--- src/rtl/tft_pkg.sv ---
// Shared constants for the TFT command sequencer: panel register indices,
// oCall bit positions and the sequencer state encoding.
package tft_pkg;

  localparam logic [7:0] R_XADDR  = 8'h4E;
  localparam logic [7:0] R_YADDR  = 8'h4F;
  localparam logic [7:0] R_GRAM   = 8'h22;
  localparam logic [7:0] R_HWIN   = 8'h44;
  localparam logic [7:0] R_VWIN_S = 8'h45;
  localparam logic [7:0] R_VWIN_E = 8'h46;

  localparam int CALL_REG  = 2;
  localparam int CALL_IDX  = 1;
  localparam int CALL_DATA = 0;

  localparam int ROM_AW = 6;

  typedef enum logic [3:0] {
    S_IDLE,
    S_INIT,
    S_CLIP,
    S_WIN,
    S_ROW,
    S_IDX,
    S_PIX,
    S_RESTORE,
    S_DONE,
    S_WAIT_REL
  } tft_state_e;

  function automatic logic [2:0] call_bit(input int pos);
    return 3'(1 << pos);
  endfunction

endpackage

--- src/rtl/tft_init_rom.sv ---
// Panel power-up register table: index -> {register[7:0], value[15:0]}.
// Covers oscillator, power, display control, window, gamma and cursor home.
module tft_init_rom
  import tft_pkg::*;
(
  input  logic [ROM_AW-1:0] idx,
  output logic [7:0]        addr,
  output logic [15:0]       data
);

  logic [23:0] entry;

  always_comb begin
    entry = 24'h00_0000;
    case (idx)
      6'd0:  entry = 24'h00_0001;
      6'd1:  entry = 24'h03_A8A4;
      6'd2:  entry = 24'h0C_0000;
      6'd3:  entry = 24'h0D_080C;
      6'd4:  entry = 24'h0E_2B00;
      6'd5:  entry = 24'h1E_00B7;
      6'd6:  entry = 24'h01_2B3F;
      6'd7:  entry = 24'h02_0600;
      6'd8:  entry = 24'h10_0000;
      6'd9:  entry = 24'h11_6070;
      6'd10: entry = 24'h05_0000;
      6'd11: entry = 24'h06_0000;
      6'd12: entry = 24'h16_EF1C;
      6'd13: entry = 24'h17_0003;
      6'd14: entry = 24'h07_0233;
      6'd15: entry = 24'h0B_0000;
      6'd16: entry = 24'h0F_0000;
      6'd17: entry = 24'h41_0000;
      6'd18: entry = 24'h42_0000;
      6'd19: entry = 24'h48_0000;
      6'd20: entry = 24'h49_013F;
      6'd21: entry = 24'h4A_0000;
      6'd22: entry = 24'h4B_0000;
      6'd23: entry = 24'h44_EF00;
      6'd24: entry = 24'h45_0000;
      6'd25: entry = 24'h46_013F;
      6'd26: entry = 24'h30_0707;
      6'd27: entry = 24'h31_0204;
      6'd28: entry = 24'h32_0204;
      6'd29: entry = 24'h33_0502;
      6'd30: entry = 24'h34_0507;
      6'd31: entry = 24'h35_0204;
      6'd32: entry = 24'h36_0204;
      6'd33: entry = 24'h37_0502;
      6'd34: entry = 24'h3A_0302;
      6'd35: entry = 24'h3B_0302;
      6'd36: entry = 24'h23_0000;
      6'd37: entry = 24'h4E_0000;
      6'd38: entry = 24'h4F_0000;
      default: entry = 24'h00_0000;
    endcase
  end

  assign addr = entry[23:16];
  assign data = entry[15:0];

endmodule

--- src/rtl/tft_fillmod.sv ---
// TFT command sequencer: panel init, full-screen clear and clipped rectangle fill.
// Define TFT_WINDOW_EN to fill through the panel's hardware window instead of per-row cursor writes.
module tft_fillmod
  import tft_pkg::*;
#(
  parameter int H_RES    = 240,
  parameter int V_RES    = 320,
  parameter int XW       = 8,
  parameter int YW       = 9,
  parameter int INIT_LEN = 39
) (
  input  logic          CLOCK,
  input  logic          RESET,
  input  logic [2:0]    iCall,
  output logic          oDone,
  input  logic [XW-1:0] iX,
  input  logic [YW-1:0] iY,
  input  logic [XW-1:0] iW,
  input  logic [YW-1:0] iH,
  input  logic [15:0]   iColor,
  output logic [2:0]    oCall,
  input  logic          iDone,
  output logic [7:0]    oAddr,
  output logic [15:0]   oData,
  output tft_state_e    dbg_state
);

  localparam int PW = $clog2(H_RES * V_RES + 1);

  // Handshake: a command is one oCall bit plus oAddr/oData, held until iDone is
  // sampled; oCall then drops for at least one cycle before the next command.
  tft_state_e state_q, state_d;
  logic [XW-1:0] x_q, x_d, w_q, w_d, xe_q, xe_d;
  logic [YW-1:0] y_q, y_d, h_q, h_d, ye_q, ye_d, row_q, row_d;
  logic [15:0]   color_q, color_d;
  logic [PW-1:0] pix_q, pix_d;
  logic [ROM_AW-1:0] idx_q, idx_d;
  logic [1:0]    sub_q, sub_d;
  logic [2:0]    call_q, call_d;
  logic [7:0]    addr_q, addr_d;
  logic [15:0]   data_q, data_d;
  logic          done_q, done_d;

  logic          ack, cmd_go;
  logic [2:0]    cmd_call;
  logic [7:0]    cmd_addr;
  logic [15:0]   cmd_data;
  logic [7:0]    rom_addr;
  logic [15:0]   rom_data;
  logic [XW:0]   x_sum, x_end;
  logic [YW:0]   y_sum, y_end;
  logic          degenerate;
  logic [PW-1:0] cols;
`ifdef TFT_WINDOW_EN
  logic [PW-1:0] rows;
`endif

  tft_init_rom u_rom (
    .idx  (idx_q),
    .addr (rom_addr),
    .data (rom_data)
  );

  // Clip end coordinates are computed one bit wider so X+W cannot wrap.
  assign x_sum = {1'b0, x_q} + {1'b0, w_q};
  assign y_sum = {1'b0, y_q} + {1'b0, h_q};
  assign x_end = (x_sum > (XW+1)'(H_RES)) ? (XW+1)'(H_RES) : x_sum;
  assign y_end = (y_sum > (YW+1)'(V_RES)) ? (YW+1)'(V_RES) : y_sum;
  assign degenerate = (w_q == '0) || (h_q == '0) ||
                      ({1'b0, x_q} >= (XW+1)'(H_RES)) ||
                      ({1'b0, y_q} >= (YW+1)'(V_RES));
  assign cols = PW'(xe_q) - PW'(x_q) + PW'(1);
`ifdef TFT_WINDOW_EN
  assign rows = PW'(ye_q) - PW'(y_q) + PW'(1);
`endif

  always_comb begin
    state_d  = state_q;
    x_d      = x_q;
    y_d      = y_q;
    w_d      = w_q;
    h_d      = h_q;
    color_d  = color_q;
    xe_d     = xe_q;
    ye_d     = ye_q;
    row_d    = row_q;
    pix_d    = pix_q;
    idx_d    = idx_q;
    sub_d    = sub_q;
    call_d   = call_q;
    addr_d   = addr_q;
    data_d   = data_q;
    cmd_go   = 1'b0;
    cmd_call = 3'b000;
    cmd_addr = 8'h00;
    cmd_data = 16'h0000;
    ack      = (call_q != 3'b000) && iDone;

    case (state_q)
      S_IDLE: begin
        if (iCall[0]) begin
          idx_d   = '0;
          state_d = S_INIT;
        end else if (iCall[1]) begin
          x_d     = '0;
          y_d     = '0;
          w_d     = XW'(H_RES);
          h_d     = YW'(V_RES);
          color_d = iColor;
          state_d = S_CLIP;
        end else if (iCall[2]) begin
          x_d     = iX;
          y_d     = iY;
          w_d     = iW;
          h_d     = iH;
          color_d = iColor;
          state_d = S_CLIP;
        end
      end
      S_INIT: begin
        cmd_go   = 1'b1;
        cmd_call = call_bit(CALL_REG);
        cmd_addr = rom_addr;
        cmd_data = rom_data;
        if (ack) begin
          if (idx_q == ROM_AW'(INIT_LEN - 1)) state_d = S_DONE;
          else idx_d = idx_q + 1'b1;
        end
      end
      S_CLIP: begin
        xe_d  = XW'(x_end - 1'b1);
        ye_d  = YW'(y_end - 1'b1);
        row_d = y_q;
        sub_d = 2'd0;
        if (degenerate) state_d = S_DONE;
`ifdef TFT_WINDOW_EN
        else state_d = S_WIN;
`else
        else state_d = S_ROW;
`endif
      end
`ifdef TFT_WINDOW_EN
      S_WIN: begin
        cmd_go   = 1'b1;
        cmd_call = call_bit(CALL_REG);
        case (sub_q)
          2'd0:    begin cmd_addr = R_HWIN;   cmd_data = {8'(xe_q), 8'(x_q)}; end
          2'd1:    begin cmd_addr = R_VWIN_S; cmd_data = 16'(y_q); end
          default: begin cmd_addr = R_VWIN_E; cmd_data = 16'(ye_q); end
        endcase
        if (ack) begin
          if (sub_q == 2'd2) begin
            sub_d   = 2'd0;
            state_d = S_ROW;
          end else sub_d = sub_q + 1'b1;
        end
      end
      S_RESTORE: begin
        cmd_go   = 1'b1;
        cmd_call = call_bit(CALL_REG);
        case (sub_q)
          2'd0:    begin cmd_addr = R_HWIN;   cmd_data = {8'(H_RES - 1), 8'h00}; end
          2'd1:    begin cmd_addr = R_VWIN_S; cmd_data = 16'h0000; end
          default: begin cmd_addr = R_VWIN_E; cmd_data = 16'(V_RES - 1); end
        endcase
        if (ack) begin
          if (sub_q == 2'd2) state_d = S_DONE;
          else sub_d = sub_q + 1'b1;
        end
      end
`endif
      S_ROW: begin
        cmd_go   = 1'b1;
        cmd_call = call_bit(CALL_REG);
        if (sub_q == 2'd0) begin
          cmd_addr = R_XADDR;
          cmd_data = 16'(x_q);
        end else begin
          cmd_addr = R_YADDR;
          cmd_data = 16'(row_q);
        end
        if (ack) begin
          if (sub_q == 2'd0) sub_d = 2'd1;
          else begin
            sub_d   = 2'd0;
            state_d = S_IDX;
          end
        end
      end
      S_IDX: begin
        cmd_go   = 1'b1;
        cmd_call = call_bit(CALL_IDX);
        cmd_addr = R_GRAM;
        if (ack) begin
`ifdef TFT_WINDOW_EN
          pix_d = cols * rows - PW'(1);
`else
          pix_d = cols - PW'(1);
`endif
          state_d = S_PIX;
        end
      end
      S_PIX: begin
        cmd_go   = 1'b1;
        cmd_call = call_bit(CALL_DATA);
        cmd_data = color_q;
        // pix_q counts down the pixels still owed after the one in flight.
        if (ack) begin
          if (pix_q != '0) pix_d = pix_q - 1'b1;
`ifdef TFT_WINDOW_EN
          else begin
            sub_d   = 2'd0;
            state_d = S_RESTORE;
          end
`else
          else if (row_q < ye_q) begin
            row_d   = row_q + 1'b1;
            state_d = S_ROW;
          end else state_d = S_DONE;
`endif
        end
      end
      S_DONE: state_d = S_WAIT_REL;
      S_WAIT_REL: begin
        if (iCall == 3'b000) state_d = S_IDLE;
      end
      default: state_d = S_IDLE;
    endcase

    if (call_q == 3'b000) begin
      if (cmd_go) begin
        call_d = cmd_call;
        addr_d = cmd_addr;
        data_d = cmd_data;
      end
    end else if (iDone) begin
      call_d = 3'b000;
    end

    done_d = (state_d == S_DONE);
  end

  always_ff @(posedge CLOCK) begin
    if (RESET) begin
      state_q <= S_IDLE;
      x_q     <= '0;
      y_q     <= '0;
      w_q     <= '0;
      h_q     <= '0;
      color_q <= '0;
      xe_q    <= '0;
      ye_q    <= '0;
      row_q   <= '0;
      pix_q   <= '0;
      idx_q   <= '0;
      sub_q   <= '0;
      call_q  <= '0;
      addr_q  <= '0;
      data_q  <= '0;
      done_q  <= 1'b0;
    end else begin
      state_q <= state_d;
      x_q     <= x_d;
      y_q     <= y_d;
      w_q     <= w_d;
      h_q     <= h_d;
      color_q <= color_d;
      xe_q    <= xe_d;
      ye_q    <= ye_d;
      row_q   <= row_d;
      pix_q   <= pix_d;
      idx_q   <= idx_d;
      sub_q   <= sub_d;
      call_q  <= call_d;
      addr_q  <= addr_d;
      data_q  <= data_d;
      done_q  <= done_d;
    end
  end

  assign oCall     = call_q;
  assign oAddr     = addr_q;
  assign oData     = data_q;
  assign oDone     = done_q;
  assign dbg_state = state_q;

endmodule

--- config.mk ---
export PLATFORM = sky130hd
export DESIGN_NAME = tft_fillmod
export DESIGN_NICKNAME = d
export VERILOG_FILES = /design/src/rtl/tft_pkg.sv /design/src/rtl/tft_init_rom.sv /design/src/rtl/tft_fillmod.sv
export SDC_FILE = /design/constraint.sdc
export NUM_CORES = 1
export LEC_CHECK = 0
export CAP_MARGIN = 20
export CORE_MARGIN = 4
export CORE_UTILIZATION = 41
export DETAILED_ROUTE_END_ITERATION = 8
export SETUP_SLACK_MARGIN = 0.2
export SLEW_MARGIN = 20
export SYNTH_ARGS = -nofsm -noshare
export SYNTH_HDL_FRONTEND = slang
export SYNTH_HIERARCHICAL = 1
export SYNTH_SLANG_ARGS = --single-unit
--- constraint.sdc ---
create_clock -name CLOCK -period 4.4 [get_ports CLOCK]
set_input_delay 0.66 -clock CLOCK [delete_from_list [all_inputs] [get_ports CLOCK]]
set_output_delay 0.66 -clock CLOCK [all_outputs]
set_load 0.03 [all_outputs]
==> summary.txt <==
Clocking
  – Clk sinks: between 100 and 150
  – Clock root cell: clkbuf_16
  – CTS tree: built
  – Clock slew at reported path FFs: roughly 0.060 ns
  – Clock buffer depth: 2
  – CTS H-tree lvls: 4
  – Post-CTS Setup Repair Bufs: 0
  – Num CTS Buffers: 17
  – Skew-Pair Late Insertion Delay: approximately 0.44 ns

Timing
  – Unrepaired setup endpoints after global routing: false
  – Final count of negative-setup-slack endpoints: 0
  – PnR worst setup slack: 0.696 ns
  – Final Critical Period: 3.70 ns
  – Slew Viols, Final: 0
  – Slew HR: approximately 31%
  – Fmax: between 0.2 and 0.3 GHz
  – Clk_skew: 0.00989 ns
  – Final Hold Viols: 0
  – Worst slew pin tran: between 1 and 1.5 ns
  – Tcrit/Tclk final: 84.2%
  – Setup_tns: 0 ns

Floorplan
  – Die area: about 0.023 sq mm
  – Placeable core area: roughly 0.020 sq mm
  – # rows: 52
  – # IOs: 88
  – Die width: 152 um
  – Die Y: roughly 150 um
  – Initial Util: around 42%

Placement
  – RD Place Congestion: ~0.89
  – HPWL after DPL: 18,500 um
  – Dpl cells: ~1,400
  – Pre-CTS setup slack: roughly 0.55 ns
  – Port bufs: a little under 90

Detailed routing
  – Vias: 8,495
  – Avg WL per Cell: 17.9 um
  – Final WL: 26,400 um
  – Initial DRC count: 627
  – Via/cell ratio: 5.76
  – Residual DRC: 1
  – Drt pass-1 iters: 9
  – Number of routed nets with antenna violations: 0

Synthesis
  – Commonest cells post-synth: a21oi_1, dfxtp_1, nor2_1
  – Number of synthesized flops with an enable pin: 0
  – Largest area contributor in the netlist: dfxtp_1
  – Synth unique cells: 80
  – Sequential share of the synthesized area: a little under a third
  – Top post-synthesis cells by area: dfxtp_1, a21oi_1, ha_1, nor2_1, nand2_1
  – Synth warn: 6
  – Yosys top cell area share: between 30% and 40%
  – Syn_area_per_cell: around 7.5 sq um
  – Yosys reg bits: between 100 and 150
  – Most frequent cell after synthesis: a21oi_1
  – Post-Syn Instances: ~1,100
  – Ys flop type: dfxtp_1
  – Synth async-reset ratio: 0%
  – Post-Syn Area: between 0.008 and 0.009 sq mm

Final layout
  – Ant diodes: 0
  – P&R area growth vs syn: 19.3%
  – Share of layout cells above drive strength 1: 6.81%
  – Fin cells: 1,474
  – # nets final: approximately 1,300

Setup path
  – Crit path DAT: ~4.0 ns
  – FF-to-FF Start: y_q[0]
  – Slowest CP cell: a2111oi_4
  – CP Class: reg -> reg
  – CP Max Fanout: 7
  – Critical path data required time: approximately 4.7 ns
  – Worst setup startpoint: y_q[0]
  – CP Launch Type: register
  – Crit path capture type: register
  – CP Cell Sequence: ha_1, inv_1, fa_1, xor2_1, nand3b_1, a2111oi_4, o21ai_1, a21oi_1, nand2b_1, ha_1, nand2_1, mux2_2, a2111oi_0, a2111oi_0
  – CP peak stage delay: around 0.46 ns

Global routing
  – Gr usage total: roughly 22%
  – Grt ovf: 0
  – Antenna violations before repair: 0
  – First-pass GRT wire length: around 42,000 um
  – Largest net degree at the start of global routing: 80
  – Number of global-route vias before repair: between 7,000 and 8,000

Worst hold path
  – HP Class: reg -> reg
  – Worst Hold Launch: color_q[8]

Power and ir drop
  – Power share of the clock group: approximately two fifths
  – Leak pwr: ~0.0036 uW
  – Worst vdd ir: approximately 240 uV
  – Sequential share of power: about 36%
  – Sw power: around 1300 uW
  – Combinational Power Share: 25.8%
  – Switch share: approximately 34%
  – Pint: around 2500 uW
  – Pwr/cell area: 372 mW/mm^2

Run status
  – Failing checks: design-rule violations
  – Status: finished, violations left

Flow run
  – Max_cap viols: 0
[metal layers]
metal | global-route usage (%) | routed length, um
met1 | 28.9 | 12000
met5 | 0 | 0
met4 | 5.77 | 469
met2 | 36.5 | 12500
met3 | 4.60 | 1370
[power groups by stage]
stage               sequential, uW  combinational, uW  clock [uW]
floorplan                     1410                627           0
detailed placement            1390                973           0
global route                  1370               1090        1530
finish                        1360                981        1460
global placement              1390                970           0
CTS                           1360                980        1480
[worst paths after layout]
path | to | slack [ns] | cells after the start
max | ye_q[4] | 0.70 | 14
min | color_q[8] | 0.46 | 2
max reg2reg | ye_q[4] | 0.70 | 14
min reg2reg | color_q[8] | 0.46 | 2
[placed cells by master, fill, tap and decap left out, types with 11 or more instances in the layout]
cell type / count
a211oi_1: 14
a21oi_1: 140
a221oi_1: 11
buf_4: 17
clkbuf_16: 17
clkdlybuf4s50_1: 86
dfxtp_1: 132
ha_1: 50
inv_1: 43
nand2_1: 118
nand2b_1: 15
nand3_1: 19
nand3b_1: 35
nor2_1: 125
nor2b_1: 11
nor3_1: 61
o21ai_0: 64
o31ai_1: 11
or3_1: 12
[through the flow]
step	hold slack [ns]	utilization, %	area, sq um	power, uW
detailed placement	0.449	47.2	9600	2360
floorplan	0.432	-	8560	2030
finish	0.457	50.2	10200	3800
CTS	0.458	50.1	10200	3830
global route	0.482	50.2	10200	3990
global placement	0.441	47.2	9600	2360
[cell type report]
cell class	count	area [sq um]
timing repair buffer	103	988
inverter	45	169
clock buffer	17	425
fill	2032	10200
clock inverter	15	170
tap	270	338
sequential	132	2640
multi-input combinational	892	5480
[repair_timing]
item                                   4_1_cts  5_1_grt
setup endpoints to repair                    0        1
gates resized for setup                      0        2
hold buffers                                 0        0
endpoints found under the hold margin        0        0
[sequential cells by signal, indices dropped and copies added, names as in the netlist, 9 cells and up]
register  count
row_q         9
pix_q        17
color_q      16
ye_q          9
h_q           9
y_q           9
oData        16
[cells by family after synthesis]
family,Yosys count,synth area share (%)
simple gates,456,26.1
xor+xnor,19,1.94
flops,132,30.9
other cells,1,0.0438
compound gates,353,26.1
mux,9,1.27
fa+ha+maj,53,8.01
buf+inv,118,5.60
[critical path: cells and delay by family, from the launching register on]
kind,cells,cell delay (ns)
DFF,1,0.39
buffers and inverters,1,0.06
xor gates and xnor gates,1,0.23
muxes,1,0.14
adders and majority gates,3,0.92
and+or+nand+nor,3,0.41
AOI/OAI and AO/OA,5,1.43
Note: power is estimated with default switching activity, not from simulation.
